`src/rtl/seg7_pkg.sv`:
```
// ----------------------------------------------------------------------------
// seg7_pkg
//   Shared constants for the 7-segment decode path.
//   - SEG_CODE   : the 16 legal active-low segment codes (bit0=a .. bit6=g),
//                  indexed by the hex value they display.
//   - ST_COLLECT / ST_HOLD : state encoding for the word assembler FSM.
// ----------------------------------------------------------------------------
package seg7_pkg;

    // Active-low: a 0 bit means the segment is lit.
    localparam logic [15:0][6:0] SEG_CODE = {
        7'b0001110,   // F
        7'b0000110,   // E
        7'b0100001,   // d
        7'b1000110,   // C
        7'b0000011,   // b
        7'b0001000,   // A
        7'b0011000,   // 9
        7'b0000000,   // 8
        7'b1111000,   // 7
        7'b0000010,   // 6
        7'b0010010,   // 5
        7'b0011001,   // 4
        7'b0110000,   // 3
        7'b0100100,   // 2
        7'b1111001,   // 1
        7'b1000000    // 0
    };

    localparam logic [0:0] ST_COLLECT = 1'b0;
    localparam logic [0:0] ST_HOLD    = 1'b1;

endpackage

```
`src/rtl/seg7_to_hex.sv`:
```
// ----------------------------------------------------------------------------
// seg7_to_hex
//   Combinational inverse of a hex-to-7-segment encoder.
//   Ports:
//     iSEG     in  7  active-low segment code, bit0=a .. bit6=g
//     oNibble  out 4  decoded hex value (4'h0 when the code is illegal)
//     oLegal   out 1  1 when iSEG matches one of the 16 legal codes
// ----------------------------------------------------------------------------
module seg7_to_hex
    import seg7_pkg::*;
(
    input  logic [6:0] iSEG,
    output logic [3:0] oNibble,
    output logic       oLegal
);

    // NOTE: every output gets a default before the search loop so no path
    // leaves a value unassigned, which would otherwise infer a latch.
    always_comb begin
        oNibble = 4'h0;
        oLegal  = 1'b0;
        for (int i = 0; i < 16; i++) begin
            if (iSEG == SEG_CODE[i]) begin
                oNibble = 4'(i);
                oLegal  = 1'b1;
            end
        end
    end

endmodule

```
`src/rtl/seg7_word_decoder.sv`:
```
// ----------------------------------------------------------------------------
// seg7_word_decoder
//   Captures a stream of active-low 7-segment codes (most significant digit
//   first), decodes each to a nibble and assembles a DIGITS*4-bit word that
//   is offered on a valid/ready hold interface.
//   Ports:
//     Clock       in   1        rising-edge clock
//     Resetn      in   1        synchronous active-low reset
//     iSEG        in   7        segment code, 0 = segment lit
//     iValid      in   1        iSEG valid this cycle
//     oReady      out  1        code accepted when iValid && oReady
//     oWord       out  4*DIGITS assembled word, first digit in MSBs
//     oWordValid  out  1        oWord complete and stable
//     iWordReady  in   1        word taken when oWordValid && iWordReady
//     oErr        out  1        an illegal code appeared in this word
//     oDigitCnt   out  CNT_W    digits accepted into the current word
// ----------------------------------------------------------------------------
module seg7_word_decoder
    import seg7_pkg::*;
#(
    parameter int DIGITS = 4
) (
    input  logic                         Clock,
    input  logic                         Resetn,
    input  logic [6:0]                   iSEG,
    input  logic                         iValid,
    output logic                         oReady,
    output logic [4*DIGITS-1:0]          oWord,
    output logic                         oWordValid,
    input  logic                         iWordReady,
    output logic                         oErr,
    output logic [$clog2(DIGITS+1)-1:0]  oDigitCnt
);

    localparam int W     = 4 * DIGITS;
    localparam int CNT_W = $clog2(DIGITS + 1);
    localparam logic [CNT_W-1:0] LAST_IDX = CNT_W'(DIGITS - 1);

    logic [0:0]       state_q, state_d;
    logic [W-1:0]     word_q,  word_d;
    logic             err_q,   err_d;
    logic [CNT_W-1:0] cnt_q,   cnt_d;

    logic [3:0]       nibble;
    logic             legal;
    logic             accept;

    seg7_to_hex u_seg7_to_hex (
        .iSEG    (iSEG),
        .oNibble (nibble),
        .oLegal  (legal)
    );

    // Codes are only taken while collecting; in HOLD iValid is ignored.
    assign accept = iValid && (state_q == ST_COLLECT);

    always_comb begin
        state_d = state_q;
        word_d  = word_q;
        err_d   = err_q;
        cnt_d   = cnt_q;
        case (state_q)
            ST_COLLECT: begin
                if (accept) begin
                    word_d = {word_q[W-5:0], nibble};
                    err_d  = err_q | ~legal;
                    cnt_d  = cnt_q + CNT_W'(1);
                    if (cnt_q == LAST_IDX) begin
                        state_d = ST_HOLD;
                    end
                end
            end
            ST_HOLD: begin
                // The word itself is left in place; the next word
                // overwrites it by shifting.
                if (iWordReady) begin
                    state_d = ST_COLLECT;
                    cnt_d   = '0;
                    err_d   = 1'b0;
                end
            end
            default: state_d = ST_COLLECT;
        endcase
    end

    // NOTE: state registers use non-blocking assignments so every flop
    // samples the pre-edge values, independent of statement order.
    always_ff @(posedge Clock) begin
        if (!Resetn) begin
            state_q <= ST_COLLECT;
            word_q  <= '0;
            err_q   <= 1'b0;
            cnt_q   <= '0;
        end else begin
            state_q <= state_d;
            word_q  <= word_d;
            err_q   <= err_d;
            cnt_q   <= cnt_d;
        end
    end

    assign oReady     = (state_q == ST_COLLECT);
    assign oWordValid = (state_q == ST_HOLD);
    assign oWord      = word_q;
    assign oErr       = err_q;
    assign oDigitCnt  = cnt_q;

endmodule

```
`config.mk`:
```
export PLATFORM = sky130hd
export DESIGN_NAME = seg7_word_decoder
export DESIGN_NICKNAME = d
export VERILOG_FILES = /design/src/rtl/seg7_pkg.sv /design/src/rtl/seg7_to_hex.sv /design/src/rtl/seg7_word_decoder.sv
export SDC_FILE = /design/constraint.sdc
export NUM_CORES = 1
export LEC_CHECK = 0
export CELL_PAD_IN_SITES_DETAIL_PLACEMENT = 0
export CELL_PAD_IN_SITES_GLOBAL_PLACEMENT = 1
export CORE_ASPECT_RATIO = 1.25
export CORE_UTILIZATION = 33
export CTS_CLUSTER_DIAMETER = 80
export CTS_CLUSTER_SIZE = 8
export DETAILED_ROUTE_END_ITERATION = 10
export GPL_TIMING_DRIVEN = 0
export PLACE_DENSITY = 0.74
export SETUP_SLACK_MARGIN = 0.2
export SLEW_MARGIN = 20
export SYNTH_ARGS = -nofsm -noshare
export SYNTH_HDL_FRONTEND = slang
export SYNTH_SLANG_ARGS = --single-unit
export TNS_END_PERCENT = 50
```
`constraint.sdc`:
```
create_clock -name Clock -period 1.7 [get_ports Clock]
set_input_delay 0.34 -clock Clock [delete_from_list [all_inputs] [get_ports Clock]]
set_output_delay 0.34 -clock Clock [all_outputs]
set_load 0.005 [all_outputs]
```
==> metrics.yaml, run 1 <==
yosys:
  synthTopCellsByCount: "31 x nand2_1, 21 x dfxtp_1, 13 x a21boi_0"
  synth_area_leaders: "dfxtp_1 37%, nand2_1 10%, a21boi_0 8.6%"
  yosysSeqAreaShare_pct: 37.1
  synth_ff_type: "dfxtp_1"
  synth-seq-cells: 21
  synth.most_common_cell: "nand2_1"
  yosysWarnings: 0
  synth_nets: 155
  syn_avg_cell_area_um2: 7.97
  synth-async-reset-ratio_pct: 0
  synth_largest_area_cell: "dfxtp_1"
  yosys.area.top_type_share_pct: 37.1
  synth_cells: 142
  synth_edf_count: 0
  synth_area_mm2: 0.00113
  synthDistinctLibCells: 37
global_routing:
  grt_pass1_wl_um: 4920
  grt_usage_pct: 18.4
  grt_max_degree: 13
  grt_overflow: 0
  grt_pass1_vias: 1127
  antenna_found_initial: 0
finish:
  final_cells: 226
  final_nets: 203
  fin_area_mm2: 0.00172
  fill_cells: 317
  n_antenna_cell: 0
  areaGrowthSynthToFinish_pct: 52.0
  drive_above_1_share_pct: 25.9
sta:
  clock-skew-final_ns: 0.00329
  drv_slew: 0
  period_needed_ns: 1.50
  finalHoldViolations: 0
  layout_setup_ws_ns: 0.198
  worstMarginPinSlew_ns: 0.419
  rsz0062_at_grt: "true"
  relSlewSlack_pct: 72.1
  max_freq_mhz: 666
  final-setup-viol-count: 0
  hold_ws_ns: 0.470
  fin_crit_sh_pct: 88.4
setup_path:
  crit_chain: "clkbuf_2 > clkbuf_8 > or3_4 > or4b_4 > a41oi_2"
  r2r-start: "oWordValid"
  arrival_ns: 1.68
  endpoint_kind: "register"
  critPathKind: "input port to register"
  worstPathMaxFanout: 5
  path_delay_family: "simple AND/OR/NAND/NOR gates"
  cp-start-kind: "input port"
  max_stage_delay_ns: 0.54
  startpoint: "iSEG[5]"
  cp.buffers_inverters: 2
  cp_slowest_cell: "or4b_4"
  r2r_slack_ns: 0.26
  critPathRequiredTime_ns: 1.88
route:
  drc_errors: 0
  routedWlPerCell_um: 13.4
  num_vias: 1154
  via_per_inst: 5.11
  dr.pass1.iters: 4
  wl_um: 3030
  drtAntennaViolNets: 0
  dr.first_iter.drc_count: 22
placed_design:
  dpl.hpwl_um: 2130
  pre_cts_slack_ns: -0.413
  place.gp.congestion: 0.773
  io_buffers: 31
  placed_cell_area_mm2: 0.00149
  placedCellCount: 210
clock_tree:
  clkTransAtPathRegs_ns: 0.07
  cts_tree: "built"
  cts.path.max_buffers: 2
  cts-root-buf: "clkbuf_8"
  cts_buffers: 3
  clkLatencyLatePin_ns: 0.25
  htree_num_levels: 1
  hold_buffers: 0
  clock-sinks: 21
run:
  drv_cap: 0
die:
  die_h_um: 67.5
  die_area_mm2: 0.00367
  io_pins: 33
  dieWidth_um: 54.4
  core-area_mm2: 0.00325
  initial_utilization_pct: 34.8
  fp-row-count: 23
min_path:
  hold_class: "register to register"
  min-delay-start: "oWord[13]"
pwr:
  power_mw: 1.06
  ir_drop_uv: 549
  powerDensity_mw_per_mm2: 618
  power_leakage_nw: 0.654
outcome:
  status: "completed"
==> state kept, by name (all words and copies together), names as in the netlist <==
register / flops
oDigitCnt: 3
oErr: 1
oWord: 16
oWordValid: 1
==> cell families (layout without fill, tap and decap cells) <==
group	Yosys count	after routing	synth area share (%)
AND/OR/NAND/NOR	67	67	30.5
AO/OA/AOI/OAI	35	35	22.3
flip-flops	21	21	37.1
buffers and inverters	15	62	6.30
adder cells (fa/ha/maj)	2	2	2.21
XOR/XNOR	2	2	1.55
==> worst paths after layout <==
kind,endpoint,depth (start not counted)
worst min register to register,oWord[13],2
worst max-delay path,oWord[0],5
worst min-delay path,oWord[13],2
worst max register to register,oErr,4
==> report_power, final <==
part | switching [mW] | internal, mW | leakage, nW | total [mW]
Sequential | 0.0126 | 0.508 | 0.173 | 0.521
Combinational | 0.101 | 0.126 | 0.455 | 0.226
Clock | 0.153 | 0.163 | 0.0255 | 0.316
==> metal layers <==
layer / up-vias / wire length [um] / global-route usage [%] / part of all wire [%]
met5: - / 0 / 0 / 0
met4: 0 / 44 / 7.37 / 1.5
met3: 6 / 101 / 2.03 / 3.3
met2: 30 / 1640 / 34.9 / 54
met1: 525 / 1240 / 19.6 / 41
li1: 593 / - / - / -
==> through the flow <==
stage	utilization [%]	TNS [ns]
after global placement	45.8	-4.79
after floorplan	-	0
after global routing	52.9	0
after detailed placement	45.8	-5.08
final	52.9	0
after CTS	51.1	0
==> placed cells by master, fill, tap and decap left out, types with 3 or more instances in the layout <==
cell             Yosys  routed
nand2_1             31      31
clkdlybuf4s50_1      0      22
dfxtp_1             21      17
a21boi_0            13      13
buf_4                0      11
clkbuf_2             1       7
nor2_1               6       6
clkbuf_8             0       5
o21ai_0              6       5
buf_6                1       4
nor2b_1              5       4
a21oi_1              5       4
nor3b_1              3       3
nand2b_1             3       3
dfxtp_2              0       3
==> area by class of cell <==
type                    count  area (um^2)  area share [%]
clock inverters             1         5.00           0.291
flip-flops and latches     21          428            24.9
well taps                  37         46.3            2.69
repair buffers             43          397            23.0
clock buffers               3         41.3            2.40
multi-input cells         106          692            40.2
inverters                   2         7.51           0.436
plain buffers              13          105            6.10
==> worst register-to-register path, delay by kind of cell, from the launching register on <==
kind,cells,cell delay [ns]
and+or+nand+nor,2,0.53
DFF,1,0.37
AOI/OAI and AO/OA,1,0.32
buffers and inverters,1,0.13
==> timing repair <==
| action | in CTS | in global routing |
|---|---|---|
| setup endpoints to repair | 19 | 25 |
| setup buffers | 7 | 5 |
| cloned | 0 | 0 |
| gates resized for setup | 27 | 23 |
| pin swaps | 1 | 10 |
No activity file was read; power rests on OpenSTA's default activity.
==> run 2, diff against run 1 <==
- CAP_MARGIN: not set -> 20
==> results of run 2 <==
Same layout as run 1: the final DEF is identical, and so are final timing and power.
==> run 3, diff against run 2 <==
- CAP_MARGIN: 20 -> not set
- CORE_UTILIZATION: 33 -> 25
- PLACE_DENSITY: 0.74 -> 0.58
==> run 3 against run 2 <==
  * First-iteration DRC count increased by 18%
  * Flip-flop and latch count unchanged
  * Cell area fell by 0.44%
  * Combinational power fell by 5%
  * Via count grew 3.4%
  * Sequential power about the same
  * Largest cell class unchanged
==> metrics.yaml, run 3 (synthesized netlist as in run 1, its figures left out) <==
clock_tree:
  cts.path.max_buffers: 2  # unchanged
  clkLatencyLatePin_ns: 0.26  # was 0.25 ns
  clock-sinks: 21  # unchanged
  clkTransAtPathRegs_ns: 0.08  # was 0.07 ns
  cts_tree: "built"  # unchanged
  cts-root-buf: "clkbuf_8"  # unchanged
  htree_num_levels: 1  # unchanged
  hold_buffers: 0  # unchanged
  cts_buffers: 3  # unchanged
sta:
  relSlewSlack_pct: 73.5  # was 72.1%
  max_freq_mhz: 674  # was 666 MHz
  layout_setup_ws_ns: 0.216  # was 0.198 ns
  drv_slew: 0  # unchanged
  fin_crit_sh_pct: 87.3  # was 88.4%
  clock-skew-final_ns: 0.00315  # was 0.00329 ns
  period_needed_ns: 1.48  # was 1.50 ns
  final-setup-viol-count: 0  # unchanged
  finalHoldViolations: 0  # unchanged
  worstMarginPinSlew_ns: 0.395  # was 0.419 ns
  rsz0062_at_grt: "true"  # unchanged
die:
  die_area_mm2: 0.00480  # was 0.00367 mm^2
  io_pins: 33  # unchanged
  fp-row-count: 27  # was 23
  core-area_mm2: 0.00439  # was 0.00325 mm^2
  initial_utilization_pct: 25.8  # was 34.8%
  dieWidth_um: 62.2  # was 54.4 um
  die_h_um: 77.2  # was 67.5 um
outcome:
  status: "completed"  # unchanged
setup_path:
  critPathRequiredTime_ns: 1.89  # was 1.88 ns
  critPathKind: "input port to register"  # unchanged
  arrival_ns: 1.67  # was 1.68 ns
  endpoint_kind: "register"  # unchanged
  cp-start-kind: "input port"  # unchanged
  cp.buffers_inverters: 2  # unchanged
  path_delay_family: "simple AND/OR/NAND/NOR gates"  # unchanged
  worstPathMaxFanout: 3  # was 5
  max_stage_delay_ns: 0.54  # about the same
  cp_slowest_cell: "or4b_1"  # was or4b_4
  crit_chain: "buf_2 > buf_6 > or3_4 > or4b_1 > a41oi_2"  # was clkbuf_2 > clkbuf_8 > or3_4 > or4b_4 > a41oi_2
route:
  drtAntennaViolNets: 0  # unchanged
  wl_um: 3160  # was 3030 um
  routedWlPerCell_um: 13.0  # was 13.4 um
  dr.first_iter.drc_count: 26  # was 22
  dr.pass1.iters: 4  # unchanged
  drc_errors: 0  # unchanged
  num_vias: 1193  # was 1154
  via_per_inst: 4.89  # was 5.11
run:
  drv_cap: 0  # unchanged
finish:
  areaGrowthSynthToFinish_pct: 51.4  # was 52.0%
  final_cells: 244  # was 226
  mostFrequentLayoutCells: "31 x nand2_1, 23 x clkdlybuf4s50_1, 16 x dfxtp_1"  # was 31 x nand2_1, 22 x clkdlybuf4s50_1, 17 x dfxtp_1
  final_nets: 200  # was 203
  n_antenna_cell: 0  # unchanged
  layout_commonest_cell: "nand2_1"  # unchanged
  drive_above_1_share_pct: 25.3  # was 25.9%
  largest_reg_flops: 16  # unchanged
  multiInputGateArea_um2: 694  # was 692 um^2
  seq_area_um2: 429  # was 428 um^2
  fill_cells: 472  # was 317
placed_design:
  place.gp.congestion: 0.827  # was 0.773
  io_buffers: 31  # unchanged
  dpl.hpwl_um: 2190  # was 2130 um
  placedCellCount: 231  # was 210
  pre_cts_slack_ns: -0.393  # was -0.413 ns
global_routing:
  grt_pass1_vias: 1191  # was 1127
  grt_usage_pct: 14.0  # was 18.4%
  grt_max_degree: 12  # was 13
  grt_pass1_wl_um: 5340  # was 4920 um
  grt_overflow: 0  # unchanged
  antenna_found_initial: 0  # unchanged
pwr:
  power_mw: 1.06  # about the same
  ir_drop_uv: 239  # was 549 uV
  power_leakage_nw: 0.614  # was 0.654 nW
  powerDensity_mw_per_mm2: 619  # was 618 mW/mm^2
min_path:
  hold_class: "register to register"  # unchanged
[run 3: stage by stage]
step           instance area [um^2]  hold WS (ns)  utilization (%)  TNS, ns
3_3_place_gp                   1520         0.451             34.5    -5.13
6_report                       1710         0.464             39.0        0
2_1_floorplan                  1130         0.460                -        0
4_1_cts                        1680         0.470             38.3        0
3_5_place_dp                   1520         0.458             34.5    -5.43
5_1_grt                        1710         0.507             39.0        0
[run 3: tightest hold or removal path: stages, from the launching register on]
cell and delay [ns]:
dfxtp_1 0.31, nand2_1 0.05, a21boi_0 0.06
[run 3: what timing repair did]
| action | in CTS | in global routing |
|---|---|---|
| buffers inserted | 6 | 1 |
| gates resized for setup | 36 | 14 |
| pin swaps | 3 | 2 |
| cloned | 2 | 0 |
| endpoints found under the setup margin | 19 | 17 |
[run 3: report_power, final]
| part | switching (mW) | leakage [nW] | total, mW | internal (mW) |
|---|---|---|---|---|
| sequential | 0.0126 | 0.173 | 0.521 | 0.509 |
| combinational | 0.0998 | 0.418 | 0.215 | 0.115 |
| clock | 0.158 | 0.0228 | 0.325 | 0.167 |
| total | 0.271 | 0.614 | 1.06 | 0.791 |
[run 3: cell type report]
type                            count  area share [%]
Clock buffer                        4            2.63
Buffer                             13            6.20
Inverter                            2           0.438
Timing Repair Buffer               40            20.9
Tap cell                           58            4.23
Multi-Input combinational cell    106            40.5
Sequential cell                    21            25.0
[run 3: final timing paths]
check / end / slack [ns] / start / cells past startpoint
max: oWord[0] / 0.22 / iSEG[2] / 5
max reg2reg: oWord[2] / 0.30 / oWordValid / 4
min reg2reg: oWord[14] / 0.46 / oWord[14] / 2
min: oWord[14] / 0.46 / oWord[14] / 2
[run 3: routing by layer]
layer  share of wire, %  global-route usage, %  routed length, um
met2                 52                   26.4               1660
met5                  0                      0                  0
met1                 40                   14.8               1270
met3                4.3                   1.49                135
met4                3.1                   7.91                 98
